### config.mk
export PLATFORM = sky130hd
export DESIGN_NAME = wl_cmd_sequencer
export DESIGN_NICKNAME = d
export VERILOG_FILES = /design/src/rtl/wl_cmd_sequencer.sv
export SDC_FILE = /design/constraint.sdc
export NUM_CORES = 1
export LEC_CHECK = 0
export ABC_AREA = 1
export ABC_CLOCK_PERIOD_IN_PS = 2340
export CAP_MARGIN = 0
export CORE_ASPECT_RATIO = 1.1
export CORE_MARGIN = 1.5
export CORE_UTILIZATION = 30
export CTS_CLUSTER_SIZE = 40
export DETAILED_ROUTE_END_ITERATION = 8
export PLACE_DENSITY = 0.53
export SLEW_MARGIN = 25
export SYNTH_ARGS = -nofsm -noshare
export SYNTH_HDL_FRONTEND = slang
export SYNTH_SLANG_ARGS = --single-unit
### constraint.sdc
create_clock -name clk -period 2.34 [get_ports clk]
set_clock_uncertainty 0.2 [all_clocks]
set_input_delay 0.468 -clock clk [delete_from_list [all_inputs] [get_ports clk]]
set_output_delay 0.468 -clock clk [all_outputs]
set_load 0.1 [all_outputs]
### src/rtl/wl_cmd_sequencer.sv
// Word-line command sequencer: FIFO-buffered commands driving DAC codes and
// timed wl_addr_en / wl_pre_op_en pulses. Optional stats via WL_SEQ_STATS_EN.
module wl_cmd_sequencer #(
  parameter int FIFO_DEPTH = 4,
  parameter int SETTLE_CYC = 4,
  parameter int PULSE_CYC  = 2
) (
  input  logic        clk,
  input  logic        rst,
  input  logic        cmd_valid,
  output logic        cmd_ready,
  input  logic [1:0]  cmd_op,
  input  logic [4:0]  cmd_addr,
  input  logic [7:0]  cmd_code,
  output logic [63:0] dac_code,
  output logic        wl_addr_en,
  output logic        wl_pre_op_en,
  output logic [4:0]  wl_addr,
  output logic        busy,
  output logic        done
`ifdef WL_SEQ_STATS_EN
  ,
  output logic [15:0] cmd_cnt,
  output logic [15:0] rej_cnt
`endif
);

  localparam int AW   = $clog2(FIFO_DEPTH);
  localparam int PW   = AW + 1;
  localparam int MAXC = (SETTLE_CYC > PULSE_CYC) ? SETTLE_CYC : PULSE_CYC;
  localparam int CW   = $clog2(MAXC + 1);

  localparam logic [1:0] OP_LOAD  = 2'b00;
  localparam logic [1:0] OP_WRITE = 2'b01;
  localparam logic [1:0] OP_PRE   = 2'b10;

  typedef struct packed {
    logic [1:0] op;
    logic [4:0] addr;
    logic [7:0] code;
  } cmd_t;

  typedef enum logic [2:0] {
    S_IDLE, S_FETCH, S_SETTLE, S_PULSE, S_HOLD, S_DONE
  } state_e;

  cmd_t          mem_q [FIFO_DEPTH];
  logic [PW-1:0] wr_ptr_q, wr_ptr_d;
  logic [PW-1:0] rd_ptr_q, rd_ptr_d;
  state_e        state_q, state_d;
  logic [CW-1:0] cnt_q, cnt_d;
  cmd_t          cmd_q, cmd_d;
  logic [63:0]   dac_q, dac_d;
  logic [4:0]    addr_q, addr_d;
  logic          aen_q, aen_d;
  logic          pen_q, pen_d;
  logic          done_q, done_d;
  logic          full, empty, push;

  assign empty = (wr_ptr_q == rd_ptr_q);
  assign full  = (wr_ptr_q[AW] != rd_ptr_q[AW]) &&
                 (wr_ptr_q[AW-1:0] == rd_ptr_q[AW-1:0]);
  assign push  = cmd_valid && !full;

  assign cmd_ready    = !full;
  assign dac_code     = dac_q;
  assign wl_addr      = addr_q;
  assign wl_addr_en   = aen_q;
  assign wl_pre_op_en = pen_q;
  assign done         = done_q;
  assign busy         = (state_q != S_IDLE) || !empty;

`ifdef WL_SEQ_STATS_EN
  logic [15:0] cmd_cnt_q, cmd_cnt_d;
  logic [15:0] rej_cnt_q, rej_cnt_d;
  assign cmd_cnt = cmd_cnt_q;
  assign rej_cnt = rej_cnt_q;
`endif

  always_ff @(posedge clk) begin
    if (push) mem_q[wr_ptr_q[AW-1:0]] <= {cmd_op, cmd_addr, cmd_code};
  end

  always_comb begin
    wr_ptr_d = push ? wr_ptr_q + PW'(1) : wr_ptr_q;
    rd_ptr_d = rd_ptr_q;
    state_d  = state_q;
    cnt_d    = cnt_q;
    cmd_d    = cmd_q;
    dac_d    = dac_q;
    addr_d   = addr_q;
    aen_d    = aen_q;
    pen_d    = pen_q;
    done_d   = 1'b0;
    unique case (state_q)
      S_IDLE: begin
        if (!empty) begin
          cmd_d    = mem_q[rd_ptr_q[AW-1:0]];
          rd_ptr_d = rd_ptr_q + PW'(1);
          state_d  = S_FETCH;
        end
      end
      S_FETCH: begin
        unique case (cmd_q.op)
          OP_LOAD: begin
            dac_d[{cmd_q.addr[2:0], 3'b000} +: 8] = cmd_q.code;
            state_d = S_DONE;
          end
          OP_WRITE, OP_PRE: begin
            addr_d  = (cmd_q.op == OP_WRITE) ? cmd_q.addr : 5'd0;
            cnt_d   = CW'(SETTLE_CYC - 1);
            state_d = S_SETTLE;
          end
          default: state_d = S_DONE;
        endcase
      end
      S_SETTLE: begin
        if (cnt_q == '0) begin
          aen_d   = (cmd_q.op == OP_WRITE);
          pen_d   = (cmd_q.op == OP_PRE);
          cnt_d   = CW'(PULSE_CYC - 1);
          state_d = S_PULSE;
        end else begin
          cnt_d = cnt_q - CW'(1);
        end
      end
      S_PULSE: begin
        if (cnt_q == '0) begin
          aen_d   = 1'b0;
          pen_d   = 1'b0;
          state_d = S_HOLD;
        end else begin
          cnt_d = cnt_q - CW'(1);
        end
      end
      S_HOLD: state_d = S_DONE;
      S_DONE: begin
        done_d  = 1'b1;
        state_d = S_IDLE;
      end
      default: state_d = S_IDLE;
    endcase
`ifdef WL_SEQ_STATS_EN
    cmd_cnt_d = cmd_cnt_q;
    rej_cnt_d = rej_cnt_q;
    if (done_d && cmd_cnt_q != 16'hFFFF) cmd_cnt_d = cmd_cnt_q + 16'd1;
    if (cmd_valid && full && rej_cnt_q != 16'hFFFF) rej_cnt_d = rej_cnt_q + 16'd1;
`endif
  end

  always_ff @(posedge clk) begin
    if (rst) begin
      wr_ptr_q <= '0;
      rd_ptr_q <= '0;
      state_q  <= S_IDLE;
      cnt_q    <= '0;
      cmd_q    <= '0;
      dac_q    <= '0;
      addr_q   <= '0;
      aen_q    <= 1'b0;
      pen_q    <= 1'b0;
      done_q   <= 1'b0;
`ifdef WL_SEQ_STATS_EN
      cmd_cnt_q <= '0;
      rej_cnt_q <= '0;
`endif
    end else begin
      wr_ptr_q <= wr_ptr_d;
      rd_ptr_q <= rd_ptr_d;
      state_q  <= state_d;
      cnt_q    <= cnt_d;
      cmd_q    <= cmd_d;
      dac_q    <= dac_d;
      addr_q   <= addr_d;
      aen_q    <= aen_d;
      pen_q    <= pen_d;
      done_q   <= done_d;
`ifdef WL_SEQ_STATS_EN
      cmd_cnt_q <= cmd_cnt_d;
      rej_cnt_q <= rej_cnt_d;
`endif
    end
  end

endmodule

==> results.sh <==
export IMPL_cts_tree="yes"
export IMPL_n_antenna_cell=0
export IMPL_synth_cells=713
export IMPL_startpoint_type="flip-flop"
export IMPL_area_delta_synth_final_pct=27.6
export IMPL_final_cell_mix="153 x nor2_1, 98 x dfxtp_1, 86 x nand2_1, 85 x o21ai_0, 84 x buf_4"
export IMPL_hp_start="dac_code[29]$_SDFFE_PP0P_"
export IMPL_core_area_mm2=0.0208
export IMPL_cellLeakagePower_nw=3.35
export IMPL_power_per_cell_area_mw_per_mm2=1200
export IMPL_relSlewSlack_pct=69.9
export IMPL_die_h_um=157
export IMPL_crit_type="flip-flop to output pin"
export IMPL_cts_made_buffers=17
export IMPL_placed_cells=1075
export IMPL_wl_per_cell_um=13.5
export IMPL_max_vdd_ir_drop_mv=0.611
export IMPL_ys_seq_elements=159
export IMPL_worstPathArrival_ns=1.56
export IMPL_start_util_pct=30.9
export IMPL_rrSetupSlack_ns=0.22
export IMPL_post_synth_cell_area_avg_um2=9.02
export IMPL_port_buffers=91
export IMPL_finalMaxSlewViolations=0
export IMPL_layout_nets=840
export IMPL_cts_setup_buffers=0
export IMPL_gr_usage_all_layers_pct=13.9
export IMPL_placementRows=55
export IMPL_fmax_ghz=0.449
export IMPL_final_period_utilization_pct=95.3
export IMPL_min_period_ns=2.23
export IMPL_instances_no_fill=1107
export IMPL_grt_max_degree=56
export IMPL_setup_violations=0
export IMPL_drt_first_pass_iters=4
export IMPL_ys_seq_area_share_pct=58.9
export IMPL_tightest_slew_ns=0.451
export IMPL_r2r_start="cmd_q[8]$_SDFFE_PP0P_"
export IMPL_synth_nets=744
export IMPL_cp_startpoint="wr_ptr_q[1]$_SDFFE_PP0P_"
export IMPL_clkLatencyLatePin_ns=0.42
export IMPL_hpwl_mm=9.85
export IMPL_rsz0062_at_grt="no"
export IMPL_ctsRootBufferMaster="clkbuf_16"
export IMPL_fill_cells=2159
export IMPL_grt_pass1_wl_mm=23.8
export IMPL_yosys_warnings=0
export IMPL_hold_viol=0
export IMPL_layout_drive_gt1_share_pct=18.5
export IMPL_critPathCaptureType="output pin"
export IMPL_io_pins=92
export IMPL_status="complete, no violations"
export IMPL_path_max_fanout=5
export IMPL_final_util_pct=39.5
export IMPL_avgViaCountPerCell=4.47
export IMPL_gp_congestion=0.710
export IMPL_antenna_found_initial=0
export IMPL_htree_levels=4
export IMPL_grt_overflow_total=0
export IMPL_finalPower_mw=9.85
export IMPL_cap_viol_max_count=0
export IMPL_vias=4946
export IMPL_drc=0
export IMPL_die_w_um=143
export IMPL_min_path_type="flip-flop to flip-flop"
export IMPL_routed_wl_mm=15.0
export IMPL_die_area_mm2=0.0223
export IMPL_cts_sinks=159
export IMPL_detail_route_antenna_nets=0
export IMPL_dr_first_iter_drc_count=232
export IMPL_final_common_cell="nor2_1"
export IMPL_ys_types=33
export IMPL_clkTransAtPathRegs_ns=0.06
export IMPL_syn_cell_area_mm2=0.00643
export IMPL_grt_pass1_vias=4525
export IMPL_clockBufferDepth=2
export IMPL_worstPathRequired_ns=1.67
[cell usage after synthesis, drive strengths merged]
master	instances	area share, %
nand4	19	2.2
xnor2	1	0.14
nor2	161	9.8
ha	13	2.5
xor2	2	0.27
inv	57	3.3
nand3	22	1.9
nor3	12	1.0
clkinv	3	0.25
nor4	1	0.097
buf	14	1.9
edfxtp	60	28
nand2	89	5.4
clkbuf	18	1.1
a21oi	50	4.0
dfxtp	99	31
o21ai	92	7.3
[routing by layer]
metal / track usage [%] / share of wire [%] / vias up
li1: - / - / 2553
met1: 18.3 / 48 / 2293
met4: 5.15 / 1.2 / 0
met5: 0 / 0 / -
met2: 22.7 / 47 / 85
met3: 2.57 / 3.3 / 15
[flip-flops by register name, indices dropped and copies added, names as in the netlist]
register	count
dac_code	64
mem_q	60
wl_addr_en	1
wr_ptr_q	3
state_q	3
cnt_q	3
wl_pre_op_en	1
wl_addr	5
cmd_q	15
rd_ptr_q	3
done	1
[area by class of cell]
| type | instances | area [um2] | share of cell area (%) |
|---|---|---|---|
| multi-input cells | 462 | 2240 | 27.3 |
| well taps | 285 | 357 | 4.35 |
| clock buffers | 21 | 503 | 6.13 |
| clock inverters | 11 | 123 | 1.50 |
| inverters | 60 | 230 | 2.81 |
| flip-flops and latches | 159 | 3780 | 46.2 |
| repair buffers | 109 | 961 | 11.7 |
[per-stage QoR]
stage                     instance area, um2  setup slack [ns]  hold slack [ns]  TNS (ns)
after detailed placement                7570             0.187            0.258         0
after global routing                    8200           0.00794            0.288         0
final                                   8200             0.111            0.265         0
after CTS                               8200            0.0622            0.268         0
after global placement                  7570             0.266            0.256         0
after floorplan                         6440           -0.0598            0.255     -3.59
[where the power goes]
group	switching (mW)	leakage, nW	total, mW	internal [mW]
logic	2.40	1.68	3.38	0.978
registers	0.374	1.35	3.59	3.21
clock network	1.12	0.308	2.88	1.76
[repair_timing]
| item | 4_1_cts | 5_1_grt |
|---|---|---|
| gates resized for setup | 1 | 1 |
| setup endpoints to repair | 1 | 1 |
| hold buffers | 0 | 0 |
[critical path, cell delays in order, from the launching register on]
cell     delay (ns)
dfxtp_1        0.40
inv_1          0.10
nand2_1        0.06
nand2_1        0.06
nor2_2         0.18
nand3_2        0.14
buf_12         0.20
[worst paths after layout]
kind	end	cells after the start
setup / recovery	busy	6
hold / removal	dac_code[29]$_SDFFE_PP0P_	2
setup reg to reg	dac_code[1]$_SDFFE_PP0P_	10
hold reg to reg	dac_code[29]$_SDFFE_PP0P_	2
[kinds of logic (layout without fill, tap and decap cells)]
logic type,count (synthesis),after routing,synth area share (%)
adders and majority gates,13,13,2.53
and+or+nand+nor,304,304,20.4
AOI/OAI and AO/OA,142,142,11.3
buffers and inverters,92,201,6.54
DFF,159,159,58.9
xor gates and xnor gates,3,3,0.409
Power figures use the tool's default switching activity.
